`src/rtl/uart_tx_cfg.sv`:
```
// uart_tx_cfg: configurable UART transmitter fed by a first-word-fall-through FIFO.
// Frame format (data bits, parity, stop bits) is captured per frame at pop time.
//   clk, rst_n        - clock, async active-low reset
//   baud_divisor      - clk cycles per bit (0 behaves as 1)
//   i_data_bits       - data bits per frame, clamped to 5..DATA_W
//   i_parity_type     - 00 none, 01 even, 10 mark, 11 odd
//   i_stop2           - 1 selects two stop bits
//   i_en              - allows new frames to start
//   tx_data           - FIFO head word
//   i_fifo_empty      - FIFO empty flag
//   o_fifo_rd_en      - one-cycle pop strobe
//   tx                - serial line, idle high
//   o_busy            - high whenever not idle
//   o_frame_done      - one-cycle pulse after the last stop bit
//   baud_tick_o       - bit-period tick from the baud counter
module uart_tx_cfg #(
    parameter int unsigned DATA_W = 9,
    parameter int unsigned DIV_W  = 16
) (
    input  logic              clk,
    input  logic              rst_n,
    input  logic [DIV_W-1:0]  baud_divisor,
    input  logic [3:0]        i_data_bits,
    input  logic [1:0]        i_parity_type,
    input  logic              i_stop2,
    input  logic              i_en,
    input  logic [DATA_W-1:0] tx_data,
    input  logic              i_fifo_empty,
    output logic              o_fifo_rd_en,
    output logic              tx,
    output logic              o_busy,
    output logic              o_frame_done,
    output logic              baud_tick_o
);

    localparam int unsigned BIT_W = 4;

    typedef enum logic [2:0] {
        S_IDLE,
        S_START,
        S_DATA,
        S_PARITY,
        S_STOP
    } state_e;

    state_e              state_q, state_d;
    logic [DIV_W-1:0]    cnt_q, cnt_d;
    logic [BIT_W-1:0]    bit_q, bit_d;
    logic [DATA_W-1:0]   data_q, data_d;
    logic [BIT_W-1:0]    nbits_q, nbits_d;
    logic [1:0]          par_q, par_d;
    logic                stop2_q, stop2_d;
    logic                tx_q, tx_d;
    logic                rd_q, rd_d;
    logic                done_q, done_d;

    logic [DIV_W-1:0]    div_eff_c;
    logic                tick_c;
    logic                start_ok_c;
    logic                capture_c;
    logic [BIT_W-1:0]    nbits_clamp_c;
    logic                par_x_c;
    logic                par_bit_c;
    logic [DATA_W-1:0]   data_sh_c;

    // Baud timing: a zero divisor behaves as one cycle per bit.
    assign div_eff_c  = (baud_divisor == '0) ? DIV_W'(1) : baud_divisor;
    assign tick_c     = (cnt_q == (div_eff_c - DIV_W'(1)));
    assign start_ok_c = i_en && !i_fifo_empty;

    // Data-bit clamp to the legal 5..DATA_W range.
    always_comb begin
        nbits_clamp_c = i_data_bits;
        if (i_data_bits < BIT_W'(5)) begin
            nbits_clamp_c = BIT_W'(5);
        end else if (32'(i_data_bits) > DATA_W) begin
            nbits_clamp_c = BIT_W'(DATA_W);
        end
    end

    // Next-state, shadow capture and registered-output values.
    always_comb begin
        state_d   = state_q;
        cnt_d     = tick_c ? '0 : cnt_q + DIV_W'(1);
        bit_d     = bit_q;
        data_d    = data_q;
        nbits_d   = nbits_q;
        par_d     = par_q;
        stop2_d   = stop2_q;
        rd_d      = 1'b0;
        done_d    = 1'b0;
        capture_c = 1'b0;
        par_x_c   = 1'b0;
        par_bit_c = 1'b0;
        data_sh_c = '0;
        tx_d      = 1'b1;

        case (state_q)
            S_IDLE: begin
                cnt_d = '0;
                if (start_ok_c) begin
                    capture_c = 1'b1;
                end
            end
            S_START: begin
                if (tick_c) begin
                    state_d = S_DATA;
                    bit_d   = '0;
                end
            end
            S_DATA: begin
                if (tick_c) begin
                    if (bit_q == (nbits_q - BIT_W'(1))) begin
                        bit_d   = '0;
                        state_d = (par_q == 2'b00) ? S_STOP : S_PARITY;
                    end else begin
                        bit_d = bit_q + BIT_W'(1);
                    end
                end
            end
            S_PARITY: begin
                if (tick_c) begin
                    state_d = S_STOP;
                    bit_d   = '0;
                end
            end
            S_STOP: begin
                if (tick_c) begin
                    if (bit_q == {{(BIT_W-1){1'b0}}, stop2_q}) begin
                        done_d = 1'b1;
                        if (start_ok_c) begin
                            capture_c = 1'b1;
                        end else begin
                            state_d = S_IDLE;
                        end
                    end else begin
                        bit_d = bit_q + BIT_W'(1);
                    end
                end
            end
            default: begin
                state_d = S_IDLE;
            end
        endcase

        // Pop and latch the frame configuration; the counter restarts so the
        // start bit lasts a full bit period.
        if (capture_c) begin
            state_d = S_START;
            rd_d    = 1'b1;
            cnt_d   = '0;
            bit_d   = '0;
            data_d  = tx_data;
            nbits_d = nbits_clamp_c;
            par_d   = i_parity_type;
            stop2_d = i_stop2;
        end

        // Parity covers only the bits actually sent.
        for (int unsigned i = 0; i < DATA_W; i++) begin
            if (i < 32'(nbits_d)) begin
                par_x_c = par_x_c ^ data_d[i];
            end
        end
        case (par_d)
            2'b10:   par_bit_c = 1'b1;
            2'b11:   par_bit_c = ~par_x_c;
            default: par_bit_c = par_x_c;
        endcase

        // tx is computed from the next state so the register lines up with it.
        data_sh_c = data_d >> bit_d;
        case (state_d)
            S_START:  tx_d = 1'b0;
            S_DATA:   tx_d = data_sh_c[0];
            S_PARITY: tx_d = par_bit_c;
            default:  tx_d = 1'b1;
        endcase
    end

    // State and output registers.
    always_ff @(posedge clk or negedge rst_n) begin
        if (!rst_n) begin
            state_q <= S_IDLE;
            cnt_q   <= '0;
            bit_q   <= '0;
            data_q  <= '0;
            nbits_q <= '0;
            par_q   <= '0;
            stop2_q <= 1'b0;
            tx_q    <= 1'b1;
            rd_q    <= 1'b0;
            done_q  <= 1'b0;
        end else begin
            state_q <= state_d;
            cnt_q   <= cnt_d;
            bit_q   <= bit_d;
            data_q  <= data_d;
            nbits_q <= nbits_d;
            par_q   <= par_d;
            stop2_q <= stop2_d;
            tx_q    <= tx_d;
            rd_q    <= rd_d;
            done_q  <= done_d;
        end
    end

    assign tx           = tx_q;
    assign o_fifo_rd_en = rd_q;
    assign o_frame_done = done_q;
    assign o_busy       = (state_q != S_IDLE);
    assign baud_tick_o  = tick_c;

endmodule

```
`config.mk`:
```
export PLATFORM = sky130hd
export DESIGN_NAME = uart_tx_cfg
export DESIGN_NICKNAME = d
export VERILOG_FILES = /design/src/rtl/uart_tx_cfg.sv
export SDC_FILE = /design/constraint.sdc
export NUM_CORES = 1
export LEC_CHECK = 0
export ABC_AREA = 1
export CORE_ASPECT_RATIO = 0.75
export CORE_MARGIN = 2
export CORE_UTILIZATION = 57
export CTS_CLUSTER_SIZE = 12
export DETAILED_ROUTE_END_ITERATION = 16
export GPL_ROUTABILITY_DRIVEN = 0
export GPL_TIMING_DRIVEN = 0
export PLACE_DENSITY = 0.87
export SLEW_MARGIN = 25
export SYNTH_ARGS = -nofsm -noshare
export SYNTH_HDL_FRONTEND = slang
export SYNTH_SLANG_ARGS = --single-unit
```
`constraint.sdc`:
```
create_clock -name clk -period 3.05 [get_ports clk]
set_input_delay 0.4575 -clock clk [delete_from_list [all_inputs] [get_ports clk]]
set_output_delay 0.4575 -clock clk [all_outputs]
set_load 0.01 [all_outputs]
```
Word-level counts from Yosys, hierarchy flattened
Index checks and enable logic that the tools add are counted.

$add $sub $neg: 4. $mul: 0. Divide/modulo/power cells: 0. Order comparisons: 11. Equality and inequality tests: 12. Shift operators: 1. Muxes and demuxes: 45. Bitwise operators: 9. Reduce and logical (&&, ||, !) cells: 7.

Operators with widths (number): $mux W16 (4); $mux W4 (9); $mux W3 (9); $add A16 B1 Y16 const B (1); $eq A16 B16 Y1 (1); $logic_not A16 Y1 (1); $lt A3 B4 Y1 const A (4); $mux W1 (16); $sub A16 B1 Y16 const B (1); $pmux W3 S5 (1); $eq A3 B2 Y1 const B (4); $pmux W4 S3 (1); $mux W9 (1); $shr A9 B4 Y1 (1); $lt A1 B4 Y1 const A (2); $lt A2 B4 Y1 const A (2); $xor A1 B1 Y1 (8); $eq A3 B1 Y1 const B (2); $add A4 B1 Y4 const B (1); $eq A2 B2 Y1 const B (2); $eq A4 B1 Y1 (1); $eq A4 B4 Y1 (1); $gt A4 B4 Y1 const B (1); $lt A4 B3 Y1 const B (1); other kinds (13) (14).

Register bits after elaboration: 42. Bits in latches: 0. Memory bits (writable): 0. ROM bits: 0. Bits of input ports: 36. Output and inout bits: 5. Logic and storage cells: 99. Memories kept: 0.

Logic depth before layout (Yosys ltp)
Gate-level depths: netlist (run 1).

Depth in word-level cells: 28. Depth in mapped cells: 37. Gate-level depth less buffers: 36.

Least setup slack after synthesis (run 1)
OpenSTA, ideal clock, no wires.

Path type: input-to-reg. From: in baud_divisor[8]. To: reg tx_q (netlist: tx). Library setup time: 0.060 ns. Data arrival time: 3.333 ns. Data required time: 2.990 ns. Path slack: -0.343 ns. Stages: 34. Path buffers: 1. Cells stage by stage: nor2_1 -> nand2_1 -> nor2_4 -> nand2_4 -> nand2_1 -> inv_1 -> ha_1 -> nand2_1 -> xor2_1 -> nor2_1 -> a21oi_1 -> nand2_1 -> nor2_1 -> nand3_1 -> nor2_2 -> nand3_2 -> nand2_4 -> nand2_4 -> buf_6 -> nand2_2 -> o21ai_2 -> nor2_2 -> inv_1 -> nor2_1 -> nand2_1 -> nand2_1 -> inv_1 -> nand2_1 -> nand2_1 -> nand2_1 -> nand2_1 -> nand2_1 -> nand3_1 -> nand2_1.

Word-level cells in the longest chain between the ends: 28. Elaborated cells on any way between the ends: 55. Those cells by class: add/sub: 1; order compare: 9; eq/ne: 6; shift: 1; mux: 28; bitwise: 9; reduce/logical: 1.

RTL lines: start, declared (line 22) `input logic [DIV_W-1:0] baud_divisor,`; $logic_not A16 Y1 (line 67) `assign div_eff_c = (baud_divisor == '0) ? DIV_W'(1) : baud_divisor;`; $mux W16 (*) (line 67); $sub A16 B1 Y16 (*) (line 68) `assign tick_c = (cnt_q == (div_eff_c - DIV_W'(1)));`; $eq A16 B16 Y1 (*) (line 68); $mux W1 (line 128) `if (tick_c) begin`; $pmux W1 S2 (line 98) `case (state_q)`; $mux W4 (line 148) `if (capture_c) begin`; $lt A1 B4 Y1 (line 161) `if (i < 32'(nbits_d)) begin`; (+13 left out); $xor A1 B1 Y1 (line 162) `par_x_c = par_x_c ^ data_d[i];`; $mux W1 (line 161); $xor A1 B1 Y1 (line 162); $mux W1 (line 161); $not A1 Y1 (line 167) `2'b11: par_bit_c = ~par_x_c;`; $pmux W1 S2 (line 165) `case (par_d)`; $pmux W1 S3 (*) (line 173) `case (state_d)`; via tx_d (line 53) `logic tx_q, tx_d;`; end signal, assigned (line 202) `tx_q <= tx_d;`; end, declared (line 53).

The timed path passes the listed nets; every way through them passes the cells marked *. A chain may end at the register's enable or synchronous reset.

Worst setup path after layout (run 1)
From: in baud_divisor[5]. To: reg tx_q (netlist: tx).

The elaborated chain is that of the path after synthesis.

==> results.md, run 1 <==
* Hold Vio Cnt, Final at 0
* Leakage Power at about 2.3 nW
* Fin crit period at around 3700 ps
* Failing checks: setup timing
* Power, Total at about 1.8 mW
* Top_reg_cell synth: dfrtp_1
* Yosys top cell area share at 30.14%
* Nets at ~650
* Routed WL per cell at approximately 17 µm
* Initial antenna violation count at 0
* Area of the core at 5796 µm²
* Die height at 70.93 µm
* CTS tree: built
* TritonCTS Buffers at 5
* Worst R2R Path Depth at 21
* Largest cells by area after synthesis: dfrtp_1 (30%), nand2_1 (15%), inv_1 (9.5%), nor2_1 (8.9%), nand3_1 (8.8%)
* Worst-path fanout max at 5
* Sequential area share after synthesis at 30.91%
* Syn Inst Count at 536
* Root Buffer: clkbuf_8
* Clock Latency Late Sink at around 310 ps
* Mean post-synth cell area at 6.352 µm²
* Synth cell count leaders: nand2_1 (139), inv_1 (86), nor2_1 (81), nand3_1 (60), dfrtp_1 (41)
* Seq cells post-synth at 42
* WL final at around 12 mm
* RSZ-0062 raised after global routing: true
* Crit path launch type: primary input
* Die area at 6614 µm²
* # clock sinks at 42
* Area Growth Syn to Fin at 36.60%
* Crit-path max cell delay at 200 ps
* Clock-pin slew on the worst setup and hold paths at 90 ps
* Peak Freq at 273.4 MHz
* Worst Path Arrival at 3910 ps
* CP dominant cell by count: nand2_1
* Overall routing resource usage at around 31%
* Initial DRC count at 590
* Slew @ Worst Pin at 750.1 ps
* Slowest cell on crit path: xor2_1
* WS Path Type: primary input to flop
* Number of synthesized flops with an enable pin at 0
* Via density at 5.919
* Largest net degree at the start of global routing at 31
* Setup ws final at -607.7 ps
* H-tree Lvls at 2
* Synth async-reset ratio at 100.0%
* Crit path depth at 33
* Clk buf depth at 2
* Share of cells above drive strength 1 at 28.94%
* Initial Util at between 50% and 60%
* Final antenna-violating net count at 0
* # IOs at 41
* Max Cap Viol at 0
* Drc violations at 0
* Synth warn at 0
* FP Rows at 24
* Die W at 93.24 µm
* Area after DPL at 3983 µm²
* Buffers added on ports at 40
* Cell accounting for the most synthesized area: dfrtp_1
* Pre-antenna DRT Iters at 8
* Relative slew margins at 49.94%
* Top-count cell post-synth: nand2_1
* Critical path endpoint category: flop
* Post-synth cell types at 38
* Via Count at just over 4000
* Critical path required time at roughly 3300 ps
* DP HPWL at 6.957 mm
* Vias in the first global route at 3535
* Period Utilization, post-route at 119.9%
* Peak VDD IR at 386.8 µV
* Cell Area, Synth at 3405 µm²
* Fin. max-slew vios at 0
* HP Class: primary input to async pin
* Syn Nets at 576
* P per Cell Area at a little under 400 nW/µm²
* Final Hold Slack at 30.84 ps
* Diode count at 0
* Gr ovfl total at 0
* Finished layout cell area at 4651 µm²
* Delay-heaviest family, CP: simple AND/OR/NAND/NOR gates
* WP buf/inv at 6
* # setup viols final at 2
* Status: complete, but fails checks
* First-pass GRT wire length at 16.17 mm
* Final Skew at 8.073 ps
## cells in the final DEF (no fill, tap or decap), types with 16 or more instances in the layout
master             n
buf_4             26
clkdlybuf4s50_1   22
dfrtp_1           41
inv_1             81
nand2_1          104
nand2_2           34
nand3_1           42
nand3_2           18
nor2_1            66
nor2_2            16
## layer usage
| layer | track usage [%] | share of wire (%) | up-vias |
|---|---|---|---|
| met1 | 44.30 | 41 | 1882 |
| met4 | 10.46 | 3.6 | 0 |
| met2 | 46.92 | 44 | 316 |
| li1 | - | - | 1834 |
| met5 | 0 | 0 | - |
| met3 | 6.816 | 11 | 70 |
## final cells by class
type                    instances  area (µm²)
multi-input cells             399        2375
fillers                       359        1145
flip-flops and latches         42        1052
repair buffers                 70       644.4
inverters                      93       356.6
well taps                      78       97.59
clock buffers                   5       68.82
plain buffers                   3       35.03
clock inverters                 3       21.27
## registers in the layout, indices dropped and copies added (netlist names)
name and flops:
cnt_q 16, data_q 9, bit_q 4, nbits_q 4
state_q 3, par_q 2, o_fifo_rd_en 1, o_frame_done 1
stop2_q 1, tx 1
## where the power goes
group / internal (mW) / total [mW] / leakage [nW] / switching [mW]
registers: 0.610 / 0.647 / 0.543 / 0.0368
logic: 0.300 / 0.811 / 1.72 / 0.511
clock network: 0.161 / 0.375 / 0.0441 / 0.214
total: 1.07 / 1.83 / 2.30 / 0.762
## metrics by stage
step / util [%] / instances / setup slack, ps / TNS [ps]
CTS: 74.85 / 682 / -367.4 / -438.2
floorplan: - / 536 / -170.8 / -170.8
global placement: 68.46 / 654 / -1263 / -24910
global route: 80.25 / 693 / -828.9 / -1489
detailed placement: 68.72 / 655 / -1377 / -28860
finish: 80.25 / 693 / -607.7 / -738.8
## worst paths after layout
| path | slack [ps] | endpoint | startpoint |
|---|---|---|---|
| max | -610 | tx$_DFF_PN1_ | baud_divisor[5] |
| min in group clk | 510 | par_q[0]$_DFF_PN0_ | par_q[0]$_DFF_PN0_ |
| max reg2reg | -190 | tx$_DFF_PN1_ | state_q[2]$_DFF_PN0_ |
| min reg2reg | 510 | par_q[0]$_DFF_PN0_ | par_q[0]$_DFF_PN0_ |
| max in group asynchronous | 2550 | nbits_q[0]$_DFF_PN0_ | rst_n |
| min | 30 | data_q[5]$_DFF_PN0_ | rst_n |
## timing repair
action / CTS / global route
pin swaps: 37 / 36
cloned: 2 / 0
gates resized for setup: 120 / 68
hold buffers: 0 / 0
buffers inserted: 17 / 11
setup endpoints to repair: 42 / 19
## cell families after synthesis
logic type | count (synthesis) | synth area share [%]
compound gates | 39 | 6.652
xor+xnor | 26 | 6.689
fa+ha+maj | 4 | 1.470
buf+inv | 96 | 10.92
flops | 42 | 30.91
simple gates | 329 | 43.37
Note: power is estimated with default switching activity, not from simulation.
==> inputs of run 2 (changes only) <==
- REMOVE_ABC_BUFFERS: unset -> 1
==> run 2 against run 1 <==
  * The flow still finishes with violations (setup timing)
  * Hold slack improved by 41 ps
  * Maximum frequency rose by 2.8%
  * Design area rose by 0.81%
  * Global-route usage rose by 0.67 points
  * Largest cell class unchanged
==> results.md, run 2 (same netlist as run 1, synthesis figures left out) <==
* Status: complete, but fails checks
* Failing checks: setup timing
* Initial DRC count at 687 (+16%)
* Top flop regs: cnt_q: 16 flops, data_q: 9 flops
* Final Skew at 5.788 ps (-2.285 ps)
* FP Rows at 24 (unchanged)
* Max reg flops at 16 (unchanged)
* Peak Freq at 281.2 MHz (+2.8%)
* Fin Setup TNS at -506.7 ps (+232.1 ps)
* Initial Util at 58.74% (unchanged)
* H-tree Lvls at 2 (unchanged)
* Delay-heaviest family, CP: simple AND/OR/NAND/NOR gates
* Overall routing resource usage at 31.68% (+0.67 points)
* DP HPWL at 6.667 mm (-4.2%)
* Leakage Power at 2.337 nW (+1.5%)
* Via Count at 4137 (+0.85%)
* Routed WL per cell at 16.87 µm (-0.39%)
* Pre-antenna DRT Iters at 12 (+4)
* Critical path required time at 3300 ps (about the same)
* Most frequent cells in the layout: nand2_1 (104), inv_1 (80), nor2_1 (66), nand3_1 (44), dfrtp_1 (41)
* Clock-pin slew on the worst setup and hold paths at 90 ps (about the same)
* P per Cell Area at 384.5 nW/µm² (-2.4%)
* Drc violations at 0 (unchanged)
* # setup viols final at 1 (-1)
* Share of cells above drive strength 1 at 29.52% (+0.57 points)
* Crit path launch: baud_divisor[4]
* First-pass GRT wire length at 16.44 mm (+1.7%)
* Largest net degree at the start of global routing at 26 (-16%)
* Period Utilization, post-route at 116.6% (-3.3 points)
* Die W at 93.24 µm (unchanged)
* RSZ-0062 raised after global routing: true
* Crit path launch type: primary input
* Crit-path max cell delay at 180 ps (-20 ps)
* TritonCTS Buffers at 5 (unchanged)
* Setup ws final at -506.7 ps (+101.0 ps)
* Vias in the first global route at 3517 (-0.51%)
* Gr ovfl total at 0 (unchanged)
* CTS tree: built
* Final antenna-violating net count at 0 (unchanged)
* Clock Latency Late Sink at 310 ps (about the same)
* Nets at 659 (+0.76%)
* Peak VDD IR at 363.6 µV (-6.0%)
* Diode count at 0 (unchanged)
* WP buf/inv at 6 (unchanged)
* Fin crit period at 3557 ps (-101.0 ps)
* WS Path Type: primary input to flop
* Die height at 70.93 µm (unchanged)
* Slowest cell on crit path: ha_4
* Most common cell after layout, fill and taps aside: nand2_1
* Initial antenna violation count at 0 (unchanged)
* Root Buffer: clkbuf_8
* Buffers added on ports at 40 (unchanged)
* CP dominant cell by count: nand2_1
* Critical path endpoint category: flop
* Via density at 5.927 (+0.13%)
* Area Growth Syn to Fin at 37.71%
* Power, Total at 1.802 mW (-1.6%)
* Die area at 6614 µm² (unchanged)
* Hold Vio Cnt, Final at 0 (unchanged)
* Fin. max-slew vios at 0 (unchanged)
* R2r startpoint: cnt_q[5]$_DFF_PN0_
* Worst Path Arrival at 3810 ps (-100 ps)
* Max Cap Viol at 0 (unchanged)
* # IOs at 41 (unchanged)
* Clk buf depth at 2 (unchanged)
* Slew @ Worst Pin at 980.7 ps (+230.6 ps)
* HP Class: primary input to async pin
* Area of the core at 5796 µm² (unchanged)
* Crit path depth at 36 (+9.1%)
* # clock sinks at 42 (unchanged)
* Relative slew margins at 34.55% (-15 points)
* Worst-path fanout max at 6 (+1)
* WL final at 11.78 mm (+0.32%)
* Reg with most FFs: cnt_q
* Worst R2R Path Depth at 21 (unchanged)
## run 2: per-layer routing
metal | vias to the layer above | track usage (%) | share of wire (%)
met5 | - | 0 | 0
met4 | 0 | 10.13 | 5.8
met3 | 107 | 7.242 | 13
met2 | 349 | 50.60 | 43
met1 | 1845 | 43.04 | 38
li1 | 1836 | - | -
## run 2: cell type report
class	count	area (µm²)
Tap cell	78	97.59
Clock inverter	3	21.27
Inverter	93	362.8
Clock buffer	5	68.82
Timing Repair Buffer	78	698.2
Sequential cell	42	1052
Multi-Input combinational cell	399	2387
Fill cell	336	1107
## run 2: timing repair
item | in CTS | in global routing
hold endpoints to repair | 0 | 0
pin swaps | 39 | 54
setup endpoints to repair | 42 | 19
hold buffers | 0 | 0
gates cloned | 1 | 0
resized for setup | 132 | 79
buffers inserted | 29 | 8
## run 2: where the power goes
part           internal, mW  switching (mW)  total (mW)  leakage (nW)
Clock                 0.161           0.214       0.375        0.0441
Combinational         0.295           0.486       0.781          1.75
Sequential            0.610          0.0368       0.647         0.543
Total                  1.07           0.737        1.80          2.34
## run 2: worst paths after layout
| check | end | slack (ps) |
|---|---|---|
| max | tx$_DFF_PN1_ | -510 |
| min | cnt_q[2]$_DFF_PN0_ | 70 |
| max reg2reg | tx$_DFF_PN1_ | -120 |
| min reg2reg | data_q[1]$_DFF_PN0_ | 520 |
| max in group asynchronous | nbits_q[2]$_DFF_PN0_ | 2490 |
| min in group clk | data_q[1]$_DFF_PN0_ | 520 |
## run 2: stage by stage
stage	setup WS [ps]	utilization (%)	hold WS (ps)	cell area, µm²	cells
2_1_floorplan	-390.1	-	161.9	3382	533
3_3_place_gp	-1494	66.95	482.8	3880	651
3_5_place_dp	-1562	67.21	421.3	3895	652
4_1_cts	-321.6	75.15	88.68	4355	690
5_1_grt	-702.6	80.89	102.4	4688	698
6_report	-506.7	80.89	71.66	4688	698
==> inputs of run 3 (changes only) <==
- CTS_CLUSTER_DIAMETER: unset -> 50
- GPL_ROUTABILITY_DRIVEN: 0 -> unset
==> run 3 against run 2 <==
  * The run still ends with setup timing left
  * Clock skew rose by 2.1 ps
  * Utilization rose by 0.37 points
  * First-iteration DRC count rose by 14%
  * Cell count is 0.72% higher
  * Setup slack got worse by 200 ps
  * Flip-flop and latch count unchanged
  * Die area unchanged
  * Sequential share of layout area decreased by 0.10 points
  * Critical endpoint unchanged
  * Highest routed layer unchanged
==> results.md, run 3 (same netlist as run 1, synthesis figures left out) <==
* Most common cell after layout, fill and taps aside: nand2_1
* Logic pwr share at 44.0% (+0.7 points)
* Worst R2R Path Depth at 18 (-14%)
* Reg2Reg Capture Point: tx$_DFF_PN1_
* Nets at 664 (+0.76%)
* Final Hold Slack at 17.59 ps (-54.06 ps)
* Initial Util at 58.74% (unchanged)
* # setup viols final at 6 (+5)
* Area Growth Syn to Fin at 38.33%
* Clock Latency Late Sink at 310 ps (about the same)
* Gr ovfl total at 0 (unchanged)
* R2r startpoint: nbits_q[0]$_DFF_PN0_
* FP Rows at 24 (unchanged)
* WS Path Type: primary input to flop
* Crit path launch type: primary input
* Max reg flops at 16 (unchanged)
* Critical path endpoint category: flop
* Leakage Power at 2.349 nW (+0.52%)
* DP HPWL at 6.854 mm (+2.8%)
* Cts hold-fix bufs at 0 (unchanged)
* Fin Setup TNS at -1262 ps (-755.0 ps)
* Period Utilization, post-route at 123.1% (+6.5 points)
* WP buf/inv at 5 (-1)
* Pre-antenna DRT Iters at 10 (-2)
* Critical path required time at 3310 ps (about the same)
* Failing checks: setup timing
* Initial DRC count at 780 (+14%)
* Die area at 6614 µm² (unchanged)
* Clock-pin slew on the worst setup and hold paths at 80 ps (about the same)
* WL final at 12.49 mm (+6.1%)
* Status: complete, but fails checks
* Reg with most FFs: cnt_q
* Relative slew margins at 36.70% (+2.1 points)
* Share of cells above drive strength 1 at 28.96% (-0.56 points)
* Slowest cell on crit path: nor2_4
* Final antenna-violating net count at 0 (unchanged)
* TritonCTS Buffers at 5 (unchanged)
* # IOs at 41 (unchanged)
* # clock sinks at 42 (unchanged)
* Switching fraction of total power at 41.34% (+0.43 points)
* Final Skew at 7.921 ps (+2.133 ps)
* Fin. max-slew vios at 0 (unchanged)
* Crit-path max cell delay at 170 ps (about the same)
* Via density at 6.169 (+4.1%)
* Setup ws final at -703.6 ps (-196.9 ps)
* GPL Wtd Cong at between 1 and 1.5
* Diode count at 0 (unchanged)
* CTS tree: built
* Slew @ Worst Pin at 948.5 ps (-32.13 ps)
* Worst-path fanout max at 5 (-1)
* Seq pwr share at 35.7% (-0.2 points)
* Max Cap Viol at 0 (unchanged)
* Delay-heaviest family, CP: simple AND/OR/NAND/NOR gates
* Clk pwr share at 20.3% (-0.5 points)
* Via Count at 4337 (+4.8%)
* Worst R2R Setup Slack at -160 ps (-40 ps)
* P per Cell Area at 386.2 nW/µm² (+0.46%)
* First-pass GRT wire length at 16.07 mm (-2.3%)
* Most frequent cells in the layout: nand2_1 (106), inv_1 (81), nor2_1 (69), nand3_1 (44), buf_4 (42)
* Peak VDD IR at 314.5 µV (-14%)
* Die W at 93.24 µm (unchanged)
* Die height at 70.93 µm (unchanged)
* H-tree Lvls at 2 (unchanged)
* Routed WL per cell at 17.77 µm (+5.3%)
* Area of the core at 5796 µm² (unchanged)
* HP Class: primary input to async pin
* Cell internal pwr at 1.067 mW (+0.17%)
* Initial antenna violation count at 0 (unchanged)
* Peak Freq at 266.4 MHz (-5.2%)
* Drc violations at 0 (unchanged)
* Overall routing resource usage at 30.89% (-0.79 points)
* Sw Pwr at 0.7519 mW (+2.0%)
* Worst Path Arrival at 4010 ps (+200 ps)
* Root Buffer: clkbuf_8
* Largest net degree at the start of global routing at 32 (+23%)
* Clk buf depth at 2 (unchanged)
* RSZ-0062 raised after global routing: true
* Buffers added on ports at 40 (unchanged)
* Vias in the first global route at 3578 (+1.7%)
* Top flop regs: cnt_q: 16 flops, data_q: 9 flops
* Hold Vio Cnt, Final at 0 (unchanged)
* Fin crit period at 3754 ps (+196.9 ps)
* CP dominant cell by count: nand2_1
[run 3: area by class of cell]
type	instances	area, µm²
clock buffers	5	68.82
clock inverters	3	21.27
fillers	339	1086
inverters	93	362.8
multi-input cells	399	2350
flip-flops and latches	42	1052
well taps	78	97.59
repair buffers	83	757.0
[run 3: what timing repair did]
item	in CTS	in global routing
cloned	1	0
setup endpoints to repair	42	8
pin swaps	40	48
buffers inserted	26	16
hold endpoints to repair	0	0
gates resized for setup	138	67
[run 3: per-stage QoR]
| stage | util [%] | instance area (µm²) | power [mW] | worst slack [ps] | instances |
|---|---|---|---|---|---|
| 2_1_floorplan | - | 3382 | 1.057 | -390.1 | 533 |
| 3_3_place_gp | 66.95 | 3880 | 1.210 | -1511 | 651 |
| 3_5_place_dp | 67.21 | 3895 | 1.238 | -1596 | 652 |
| 4_1_cts | 75.26 | 4362 | 1.656 | -364.2 | 687 |
| 5_1_grt | 81.26 | 4710 | 1.913 | -807.1 | 703 |
| 6_report | 81.26 | 4710 | 1.819 | -703.6 | 703 |
[run 3: worst max path at each step]
stage	startpoint	endpoint	slack, ps	depth (start not counted)
after CTS	baud_divisor[9]	tx$_DFF_PN1_	-360	35
final	baud_divisor[4]	tx$_DFF_PN1_	-700	37
after detailed placement	baud_divisor[9]	tx$_DFF_PN1_	-1600	33
after floorplan	baud_divisor[8]	tx$_DFF_PN1_	-390	32
after global routing	baud_divisor[4]	tx$_DFF_PN1_	-810	37
after global placement	baud_divisor[9]	tx$_DFF_PN1_	-1510	33
[run 3: metal layers]
layer | global-route usage, % | part of all wire, % | wire length [µm] | vias to the layer above
met1 | 41.96 | 37 | 4623 | 1959
met3 | 8.413 | 14 | 1743 | 121
met2 | 48.76 | 43 | 5351 | 410
li1 | - | - | - | 1847
met4 | 9.150 | 6.2 | 773 | 0
met5 | 0 | 0 | 0 | -
[run 3: power by group through the flow]
| stage | Clock [mW] | Combinational [mW] | Sequential, mW |
|---|---|---|---|
| after global routing | 0.395 | 0.864 | 0.654 |
| final | 0.369 | 0.800 | 0.650 |
| after floorplan | 0 | 0.411 | 0.646 |
| after CTS | 0.368 | 0.643 | 0.645 |
| after global placement | 0 | 0.558 | 0.652 |
| after detailed placement | 0 | 0.582 | 0.656 |
